<file path="src/rtl/shift_pkg.sv">
// shift_pkg: mode encoding and default width shared by the shift/rotate unit
package shift_pkg;
  localparam int SHIFT_WIDTH = 8;
  localparam logic [2:0] SHIFT_SHL  = 3'd0;
  localparam logic [2:0] SHIFT_SHR  = 3'd1;
  localparam logic [2:0] SHIFT_RLC  = 3'd2;
  localparam logic [2:0] SHIFT_RRC  = 3'd3;
  localparam logic [2:0] SHIFT_ROL  = 3'd4;
  localparam logic [2:0] SHIFT_ROR  = 3'd5;
  localparam logic [2:0] SHIFT_ASR  = 3'd6;
  localparam logic [2:0] SHIFT_SWAP = 3'd7;
endpackage

</file>
<file path="src/rtl/shift_core.sv">
// shift_core: combinational shift/rotate operation table (in, cin, mode) -> (res, carry)
module shift_core import shift_pkg::*; #(
  parameter int WIDTH = SHIFT_WIDTH
) (
  input  logic [WIDTH-1:0] in,
  input  logic             cin,
  input  logic [2:0]       mode,
  output logic [WIDTH-1:0] res,
  output logic             carry
);
  localparam int N = WIDTH - 1;
  localparam int H = WIDTH / 2;
  always_comb begin
    {carry, res} = '0;
    case (mode)
      SHIFT_SHL:  {carry, res} = {in[N], in[N-1:0], 1'b0};
      SHIFT_SHR:  {carry, res} = {in[0], 1'b0, in[N:1]};
      SHIFT_RLC:  {carry, res} = {in[N], in[N-1:0], cin};
      SHIFT_RRC:  {carry, res} = {in[0], cin, in[N:1]};
      SHIFT_ROL:  {carry, res} = {in[N], in[N-1:0], in[N]};
      SHIFT_ROR:  {carry, res} = {in[0], in[0], in[N:1]};
      SHIFT_ASR:  {carry, res} = {in[0], in[N], in[N:1]};
      SHIFT_SWAP: {carry, res} = {cin, in[H-1:0], in[N:H]};
      default:    {carry, res} = '0;
    endcase
  end
endmodule

</file>
<file path="src/rtl/shift.sv">
// shift: registered shift/rotate unit; zout flag present only with SHIFT_ZERO_FLAG_EN
module shift import shift_pkg::*; #(
  parameter int WIDTH = SHIFT_WIDTH
) (
  input  logic             clk,
  input  logic             rst_n,
  input  logic             en,
  input  logic [WIDTH-1:0] in,
  input  logic             cin,
  input  logic [2:0]       mode,
  output logic [WIDTH-1:0] out,
  output logic             cout
`ifdef SHIFT_ZERO_FLAG_EN
  ,
  output logic             zout
`endif
);
  logic [WIDTH-1:0] w_res;
  logic             w_carry;
  logic [WIDTH-1:0] r_out;
  logic             r_cout;
  shift_core #(.WIDTH(WIDTH)) u_core (
    .in    (in),
    .cin   (cin),
    .mode  (mode),
    .res   (w_res),
    .carry (w_carry)
  );
  always_ff @(posedge clk or negedge rst_n)
    if (!rst_n) {r_cout, r_out} <= '0;
    else if (en) {r_cout, r_out} <= {w_carry, w_res};
  assign out  = r_out;
  assign cout = r_cout;
`ifdef SHIFT_ZERO_FLAG_EN
  logic r_zout;
  always_ff @(posedge clk or negedge rst_n)
    if (!rst_n) r_zout <= 1'b0;
    else if (en) r_zout <= ~|w_res;
  assign zout = r_zout;
`endif
endmodule

</file>
<file path="config.mk">
export PLATFORM = sky130hd
export DESIGN_NAME = shift
export DESIGN_NICKNAME = d
export VERILOG_FILES = /design/src/rtl/shift_pkg.sv /design/src/rtl/shift_core.sv /design/src/rtl/shift.sv
export SDC_FILE = /design/constraint.sdc
export NUM_CORES = 1
export LEC_CHECK = 0
export CAP_MARGIN = 20
export CORE_MARGIN = 2
export CORE_UTILIZATION = 35
export CTS_CLUSTER_SIZE = 8
export DETAILED_ROUTE_END_ITERATION = 10
export PLACE_DENSITY_LB_ADDON = 0.1
export SLEW_MARGIN = 15
export SYNTH_ARGS = -nofsm -noshare
export SYNTH_HDL_FRONTEND = slang
export SYNTH_SLANG_ARGS = --single-unit
</file>
<file path="constraint.sdc">
create_clock -name clk -period 0.8 [get_ports clk]
set_input_delay 0.24 -clock clk [delete_from_list [all_inputs] [get_ports clk]]
set_output_delay 0.24 -clock clk [all_outputs]
set_load 0.05 [all_outputs]
</file>
==> results of run 1 <==
[layout by cell type (no fill, tap or decap), drive strengths merged]
cell type      instances
buf                   45
dfrtp                  9
o32ai                  8
a21boi                 8
nor2                   7
clkdlybuf4s15          5
and3                   5
nor3                   5
clkbuf                 4
a311oi                 4
mux2                   3
inv                    2
a221oi                 2
a21oi                  2
nand2b                 1
nand2                  1
nor2b                  1
o21ai                  1
or2                    1
nand3b                 1
clkdlybuf4s50          1
dlygate4sd2            1
[stage by stage]
stage               setup slack, ns  hold slack (ns)
finish                       -0.306            0.288
global placement             -0.888            0.566
detailed placement           -0.981            0.572
CTS                          -0.301            0.287
global route                 -0.324            0.302
floorplan                    -0.171          -0.0556
[where the power goes]
part,internal [mW],switching (mW),total (mW)
registers,0.524,0.0775,0.601
logic,0.612,0.514,1.13
clock network,0.193,0.187,0.380
total,1.33,0.779,2.11
[Yosys cell counts, drive strengths merged, types with 2 or more instances]
cell    n
mux2    3
and3    5
buf     5
nor3    5
o32ai   8
a21oi   2
dfrtp   9
a221oi  2
nor2    7
inv     2
a21boi  8
a311oi  4
[cell type report]
| cell class | count | area [sq um] |
|---|---|---|
| Sequential cell | 9 | 235 |
| Tap cell | 17 | 21.3 |
| Timing Repair Buffer | 52 | 612 |
| Inverter | 2 | 7.51 |
| Fill cell | 77 | 230 |
| Clock buffer | 4 | 26.3 |
| Multi-Input combinational cell | 50 | 557 |
[repair_timing]
item / in CTS / in global routing
resized for setup: 81 / 18
setup endpoints to repair: 18 / 18
endpoints found under the hold margin: 0 / 0
pin swaps: 16 / 15
hold buffers: 0 / 0
buffers inserted: 10 / 5
cloned: 1 / 0
[flip-flops by register name (all words and copies together), names as in the netlist]
signal	cells
out	8
cout	1
[worst max-delay path by stage]
stage | from | endpoint | slack [ns] | cells after the start
global placement | mode[2] | out[4] | -0.89 | 5
detailed placement | mode[2] | out[5] | -0.98 | 5
floorplan | mode[2] | out[0] | -0.17 | 3
finish | out[6] | out[6] | -0.31 | 1
CTS | out[7] | out[7] | -0.30 | 1
global route | out[0] | out[0] | -0.32 | 1
[routing by layer]
layer / wire length [um] / GRT usage [%] / vias to the layer above
met1: 1090 / 35.7 / 401
met3: 186 / 5.16 / 8
li1: - / - / 364
met5: 0 / 0 / -
met2: 1330 / 37.8 / 46
met4: 68 / 11.4 / 0
[cells by family (layout without fill, tap and decap cells)]
family	Yosys count	after routing	share of synthesized area, %
AO/OA/AOI/OAI	25	25	33.2
buffers and inverters	8	58	6.31
flip-flops	9	9	36.7
multiplexers	3	3	5.50
AND/OR/NAND/NOR	22	22	18.3
==> out/results.ini, run 1 <==
[floorplan]
start_util_pct=36.4
dieArea_sq_um=2110
die_w_um=45.9
io_pins=24
coreArea_sq_um=1690
placementRows=15
die_h_um=45.9

[placement]
placed_cell_area_sq_um=1110
gp_congestion=0.838
dp_hpwl_um=1430
place_inst=115
io_buffers=23

[layout]
area.growth.synth_to_final_pct=137
diodes=0
fin_util_pct=86.4
fin_cells=134
nets=133
drive_above_1_share_pct=75.2
design_area_sq_um=1460

[synth]
ys_ff_latch=9
synth_top_flop_cell=dfrtp_1
synth-edff-count=0
yosysUniqueCellTypes=22
syn-instance-count=67
avgSynthCellArea_sq_um=9.17
synth_area_sq_um=614
synth_top_area_share_pct=36.7
synth-seq-area-share_pct=36.7
synth_area_leaders=dfrtp_1, o32ai_1, a21boi_0
yosysWarnings=0
async_flop_share_pct=100
synthesis.nets=82
yosys.area.top_type=dfrtp_1

[critical_path]
rrSetupSlack_ns=-0.25
required_ns=0.56
start_kind=register
path_cells=buf_12
crit_path_top_delay_cell=dfrtp_2
critPathKind=reg2out
slowest_delay_ns=0.44
timing.rr.start=out[7]
critPathBufInv=1
arrival_ns=0.87
reg2reg_depth=5
critical_path.top_delay_family=flip-flops
reg2reg_to=out[7]
critPathCaptureType=primary output
cp_max_fo=2

[detailed_routing]
drc=0
wl_per_cell_um=20.0
viasPerCell=6.11
drt_wl_total_um=2680
via_count=819
ant_nets=0
drt_first_pass_iters=4
drt_iter0_markers=26

[clocking]
cts_sinks=9
clockBufferDepth=2
path_clk_slew_ns=0.08
clock_latency_ns=0.27
cts_tree=yes
htreeDepth=1
cts_buffers=3
root_buffer=clkbuf_4

[run_status]
status=finished, violations left
violations=setup timing

[sta]
timing.final.crit_share_pct=138
slew_headroom_pct=80.6
min_period_ns=1.11
fmax_ghz=0.904
finalClockSkew_ns=0
final_hold_viol_count=0
worstMarginPinSlew_ns=0.290
finalMaxSlewViolations=0
rsz0062_at_grt=yes
setup_viol=18
setup_tns_ns=-3.38
worst_slack_ns=-0.306

[run]
drv_cap=0

[grt]
grt_usage_pct=25.6
grt_pass1_vias=763
antenna_found_initial=0
grt_overflow=0
grt_max_degree=10
grt_pass1_wl_um=3730

[power_and_ir_drop]
p_total_mw=2.11
leakagePower_nw=0.619
pwr_density_cell_nw_per_um2=1440
peakVddDrop_v=0.000974

[hold_path]
min_path_type=in2async

No activity file was read; power rests on OpenSTA's default activity.
==> run 2: changes to the inputs <==
--- a/config.mk
+++ b/config.mk
@@ -8,8 +8,9 @@
 export CAP_MARGIN = 20
 export CORE_MARGIN = 2
 export CORE_UTILIZATION = 35
-export CTS_CLUSTER_SIZE = 8
+export CTS_CLUSTER_SIZE = 10
 export DETAILED_ROUTE_END_ITERATION = 10
+export GPL_TIMING_DRIVEN = 0
 export PLACE_DENSITY_LB_ADDON = 0.1
 export SLEW_MARGIN = 15
 export SYNTH_ARGS = -nofsm -noshare
==> run 2 against run 1 <==
Effect of this change:
- critical endpoint unchanged
- die area unchanged
- the run still ends with setup timing left
- combinational power down 26%
- sequential share of layout area up 4.1 points
==> out/results.ini, run 2 (same netlist as run 1, synthesis figures left out) <==
[run_status]
status=finished, violations left
violations=setup timing

[clocking]
cts_sinks=9  ; unchanged
holdBufCountCts=0  ; unchanged
root_buffer=clkbuf_4
cts_tree=yes
htreeDepth=1  ; unchanged
path_clk_slew_ns=0.07  ; about the same
clockBufferDepth=2  ; unchanged
clock_latency_ns=0.28  ; about the same
cts_buffers=3  ; unchanged

[grt]
grt_max_degree=11  ; +1
grt_use_met2_pct=32.8  ; -5.0 points
grt_pass1_wl_um=3210  ; -14%
grt-busiest-layer=met2
grt_util_met1_pct=29.5  ; -6.3 points
grt_usage_pct=22.2  ; -3.4 points
grt_overflow=0  ; unchanged
grt_pass1_vias=680  ; -11%
grtUsageMet3_pct=7.14  ; +2.0 points
antenna_found_initial=0  ; unchanged

[sta]
fmax_ghz=0.923  ; +2.1%
finalClockSkew_ns=0  ; unchanged
worst_slack_ns=-0.283  ; +0.0231 ns
rsz0062_at_grt=yes
min_period_ns=1.08  ; -0.0231 ns
timing.final.crit_share_pct=135  ; -2.9 points
worstMarginPinSlew_ns=0.470  ; +0.180 ns
finalMaxSlewViolations=0  ; unchanged
setup_viol=17  ; -1
final_hold_viol_count=0  ; unchanged
setup_tns_ns=-3.05  ; +0.331 ns
slew_headroom_pct=68.6  ; -12 points

[placement]
placed_cell_area_sq_um=955  ; -14%
pre_cts_ws_ns=-0.899  ; +0.0821 ns
io_buffers=23  ; unchanged
dp_hpwl_um=1310  ; -9.0%
gp_congestion=0.820  ; -2.2%

[floorplan]
die_w_um=45.9  ; unchanged
coreArea_sq_um=1690  ; unchanged
dieArea_sq_um=2110  ; unchanged
placementRows=15  ; unchanged
start_util_pct=36.4  ; unchanged
io_pins=24  ; unchanged
die_h_um=45.9  ; unchanged

[detailed_routing]
wl_per_cell_um=17.6  ; -12%
drt_iter0_markers=14  ; -46%
drt_first_pass_iters=4  ; unchanged
via_count=728  ; -11%
viasPerCell=6.07  ; -0.74%
ant_nets=0  ; unchanged
drt_wl_total_um=2110  ; -21%
drc=0  ; unchanged

[critical_path]
required_ns=0.56  ; about the same
crit_path_top_delay_cell=dfrtp_2
reg2reg_to=out[7]
critPathCaptureType=primary output
critical_path.top_delay_family=flip-flops
critPathBufInv=1  ; unchanged
cp_max_fo=2  ; unchanged
timing.rr.start=out[7]
critPathKind=reg2out
slowest_delay_ns=0.41  ; -0.03 ns
reg2reg_depth=5  ; unchanged
arrival_ns=0.84  ; -0.03 ns
rrSetupSlack_ns=-0.22  ; +0.03 ns
path_cells=buf_6
start_kind=register

[power_and_ir_drop]
peakVddDrop_v=0.00113  ; +16%
pwr_density_cell_nw_per_um2=1530  ; +5.6%
leakagePower_nw=0.483  ; -22%

[layout]
area.growth.synth_to_final_pct=89.0
design_area_sq_um=1160  ; -20%
diodes=0  ; unchanged
drive_above_1_share_pct=68.0  ; -7.3 points
nets=119  ; -11%
final_cell_mix=buf_6, dfrtp_2, nor2_1, buf_4
largest_register_ffs=8  ; unchanged
final_common_cell=buf_6

[hold_path]
min_path_type=in2async

[run]
drv_cap=0  ; unchanged

run 2: cell count changes in the layout (fill, tap and decap cells not counted), moves of 2 or more:
cell,delta
buf_12,-10
buf_4,-6
o32ai_1,+5
o32ai_2,-5
clkdlybuf4s15_1,-4
dlygate4sd2_1,+3
a21boi_2,+2
a21boi_4,-2
buf_6,+2
run 2: report_power, final:
part	internal, mW	total, mW	switching, mW
logic	0.382	0.832	0.450
clock network	0.193	0.372	0.179
registers	0.523	0.567	0.0438
run 2: area by class of cell:
cell class | count | area [sq um]
Buffer | 5 | 56.3
Inverter | 2 | 7.51
Multi-Input combinational cell | 50 | 488
Clock buffer | 4 | 26.3
Fill cell | 130 | 528
Tap cell | 17 | 21.3
Sequential cell | 9 | 235
Timing Repair Buffer | 33 | 327
run 2: through the flow:
stage	cells	hold WS, ns	utilization, %	total power, mW
after detailed placement	107	0.529	56.5	1.25
after CTS	119	0.290	68.3	1.75
after global placement	107	0.520	56.5	1.24
after global routing	120	0.284	68.7	1.85
final	120	0.282	68.7	1.77
after floorplan	67	-0.0556	-	0.988
run 2: timing repair:
action,4_1_cts,5_1_grt
pin swaps,19,9
cloned,2,0
setup endpoints to repair,18,18
setup buffers,7,3
endpoints found under the hold margin,0,0
gates resized for setup,134,7
run 2: layer usage:
metal  vias to the layer above  wire length [um]  share of wire [%]
li1                        336                 -                  -
met1                       353               929                 44
met2                        30              1010                 48
met3                         9               115                5.4
met4                         0                60                2.8
met5                         -                 0                  0
run 2: how the worst max path moves through the flow:
stage,startpoint,endpoint,slack [ns],cells past startpoint
floorplan,mode[2],out[0],-0.17,3
global placement,mode[2],out[0],-0.89,4
detailed placement,mode[2],out[0],-0.90,4
CTS,out[7],out[7],-0.28,1
global route,out[7],out[7],-0.31,1
finish,out[6],out[6],-0.28,1
==> run 3: changes to the inputs <==
--- a/config.mk
+++ b/config.mk
@@ -6,8 +6,10 @@
 export NUM_CORES = 1
 export LEC_CHECK = 0
 export CAP_MARGIN = 20
+export CORE_ASPECT_RATIO = 0.7
 export CORE_MARGIN = 2
 export CORE_UTILIZATION = 35
+export CTS_CLUSTER_DIAMETER = 50
 export CTS_CLUSTER_SIZE = 10
 export DETAILED_ROUTE_END_ITERATION = 10
 export GPL_TIMING_DRIVEN = 0
@@ -15,4 +17,5 @@
 export SLEW_MARGIN = 15
 export SYNTH_ARGS = -nofsm -noshare
 export SYNTH_HDL_FRONTEND = slang
+export SYNTH_HIERARCHICAL = 1
 export SYNTH_SLANG_ARGS = --single-unit
==> run 3 against run 2 <==
Effect of this change:
- global-route usage is 2.5 points lower
- critical endpoint is now out[7]
- flip-flop and latch count stayed put
- cell count is 6.7% higher
- sequential share of layout area is 1.8 points lower
- register-to-register slack better by 0.10 ns
- cell area is 7.7% higher
- utilization is 3.6 points lower
- highest routed layer unchanged
- maximum frequency is 1.7% higher
- the flow still finishes with violations (setup timing)
- non-clock buffer count is 1 higher
==> out/results.ini, run 3 <==
[critical_path]
critical_path.top_delay_family=flip-flops
critPathBufInv=1  ; unchanged
startpoint=out[7]
cp_max_fo=2  ; unchanged
arrival_ns=0.82  ; -0.02 ns
path_cells=buf_6
critPathKind=reg2out
timing.rr.start=out[1]
required_ns=0.56  ; about the same
start_kind=register
critPathCaptureType=primary output
slowest_delay_ns=0.41  ; about the same
crit_path_top_delay_cell=dfrtp_2

[synth]
synth_area_sq_um=732  ; +19%
synthAdderAreaFrac_pct=0  ; unchanged
synth-edff-count=0  ; unchanged
synth_xor_area_share_pct=0  ; unchanged
synth-seq-area-share_pct=30.8  ; -5.9 points
yosys.area.top_type=dfrtp_1
synth.area.mux_share_pct=23.9  ; +18 points
synth_area_leaders=dfrtp_1, mux2_4, a21o_2
yosysWarnings=6  ; +6
synth_common_cells=dfrtp_1, mux2_4, o21ai_0, a21o_2, o211ai_1
avgSynthCellArea_sq_um=10.6  ; +16%
syn-instance-count=69  ; +3.0%
synth_top_area_share_pct=30.8  ; -5.9 points
synth_compound_area_share_pct=26.5  ; -6.7 points
ys_ff_latch=9  ; unchanged
yosysUniqueCellTypes=29  ; +32%
synthesis.nets=84  ; +2.4%
async_flop_share_pct=100  ; unchanged
synth_top_flop_cell=dfrtp_1
synth_top_family_by_area=compound AO/OA/AOI/OAI gates
synthSimpleGateAreaFrac_pct=11.5  ; -6.9 points

[clocking]
clock_latency_ns=0.26  ; -0.02 ns
path_clk_slew_ns=0.06  ; about the same
cts_sinks=9  ; unchanged
cts_tree=yes
cts_buffers=3  ; unchanged
root_buffer=clkbuf_4
clockBufferDepth=2  ; unchanged
htreeDepth=1  ; unchanged

[grt]
antenna_found_initial=0  ; unchanged
grt_overflow=0  ; unchanged
grt_max_degree=11  ; unchanged
grt_pass1_wl_um=3590  ; +12%
grt_usage_pct=19.8  ; -2.5 points
grt_pass1_vias=696  ; +2.4%

[power_and_ir_drop]
peakVddDrop_v=0.00106  ; -6.3%
leakagePower_nw=0.565  ; +17%
pwr_density_cell_nw_per_um2=1540  ; +0.88%

[floorplan]
start_util_pct=38.1  ; +1.8 points
dieArea_sq_um=2480  ; +18%
die_w_um=58.7  ; +28%
die_h_um=42.3  ; -7.9%
placementRows=13  ; -2
io_pins=24  ; unchanged
coreArea_sq_um=1920  ; +14%

[placement]
placed_cell_area_sq_um=1000  ; +4.8%
gp_congestion=0.840  ; +2.5%
io_buffers=22  ; -4.3%
dp_hpwl_um=1330  ; +2.0%

[layout]
final_common_cell=buf_6
design_area_sq_um=1250  ; +7.7%
nets=122  ; +2.5%
final_cell_mix=buf_6, mux2_4, buf_4, o21ai_1
largest_register_ffs=8  ; unchanged
fin_util_pct=65.1  ; -3.6 points
area.growth.synth_to_final_pct=70.8
drive_above_1_share_pct=64.2  ; -3.8 points
diodes=0  ; unchanged

[run_status]
violations=setup timing
status=finished, violations left

[detailed_routing]
via_count=708  ; -2.7%
wl_per_cell_um=16.6  ; -5.9%
viasPerCell=5.53  ; -8.8%
drt_iter0_markers=14  ; unchanged
ant_nets=0  ; unchanged
drc=0  ; unchanged
drt_wl_total_um=2120  ; +0.38%
drt_first_pass_iters=4  ; unchanged

[sta]
timing.final.crit_share_pct=133  ; -2.3 points
setup_viol=18  ; +1
worstMarginPinSlew_ns=0.437  ; -0.0329 ns
slew_headroom_pct=70.8  ; +2.2 points
rsz0062_at_grt=yes
worst_slack_ns=-0.265  ; +0.0181 ns
finalClockSkew_ns=0  ; unchanged
min_period_ns=1.06  ; -0.0181 ns
fmax_ghz=0.939  ; +1.7%
finalMaxSlewViolations=0  ; unchanged
final_hold_viol_count=0  ; unchanged

[hold_path]
min_path_type=in2async

[run]
drv_cap=0  ; unchanged

run 3: cell types whose count changed after synthesis, sizes merged, moves of 4 or more:
cell    delta
mux2i      +4
a21o       +5
a311oi     -4
mux2       +6
and3       -4
nor2       -6
o32ai      -8
a21boi     -8
nor3       -4
o21ai      +9
o211ai     +5
run 3: kinds of logic (layout without fill, tap and decap cells):
kind of cell	Yosys count	in the layout
AO/OA/AOI/OAI	28	28
multiplexers	13	13
AND/OR/NAND/NOR	13	13
flip-flops	9	9
buffers and inverters	6	43
run 3: what timing repair did:
item / in CTS / in global routing
pin swaps: 6 / 6
hold buffers: 0 / 0
setup endpoints to repair: 18 / 18
gates resized for setup: 132 / 12
cloned: 3 / 0
setup buffers: 6 / 3
run 3: area by class of cell:
cell class / instances / area (sq um)
Fill cell: 150 / 669
Multi-Input combinational cell: 54 / 546
Timing Repair Buffer: 33 / 345
Sequential cell: 9 / 230
Buffer: 6 / 75.1
Tap cell: 22 / 27.5
Clock buffer: 4 / 26.3
run 3: where the power goes:
part | leakage, nW | switching [mW] | total (mW) | internal [mW]
clock | 0.0150 | 0.161 | 0.353 | 0.192
combinational | 0.448 | 0.502 | 0.990 | 0.488
sequential | 0.102 | 0.0502 | 0.580 | 0.530
run 3: worst paths after layout:
path | to | slack, ns | cells after the start
worst max-delay path | out[7] | -0.26 | 1
worst min-delay path | out[4] | 0.29 | 1
worst max register to register | out[1] | -0.12 | 2
worst min register to register | out[2] | 0.53 | 1
max in group asynchronous | out[0] | 0.18 | 1
min in group clk | out[4] | 0.32 | 2
run 3: per-stage QoR:
stage	hold WS (ns)	TNS (ns)	worst slack (ns)	cells	power, mW
after floorplan	-0.0556	-2.56	-0.275	69	1.10
after global placement	0.498	-14.49	-1.01	113	1.38
after detailed placement	0.491	-14.92	-1.02	113	1.39
after CTS	0.298	-3.69	-0.274	126	1.88
after global routing	0.309	-4.22	-0.294	128	2.02
final	0.288	-3.74	-0.265	128	1.92
run 3: layer usage:
metal | track usage (%) | wire length, um | vias to the layer above
met2 | 28.3 | 947 | 27
met5 | 0 | 0 | -
met4 | 4.09 | 10 | 0
li1 | - | - | 339
met1 | 29.3 | 1050 | 340
met3 | 5.56 | 116 | 2
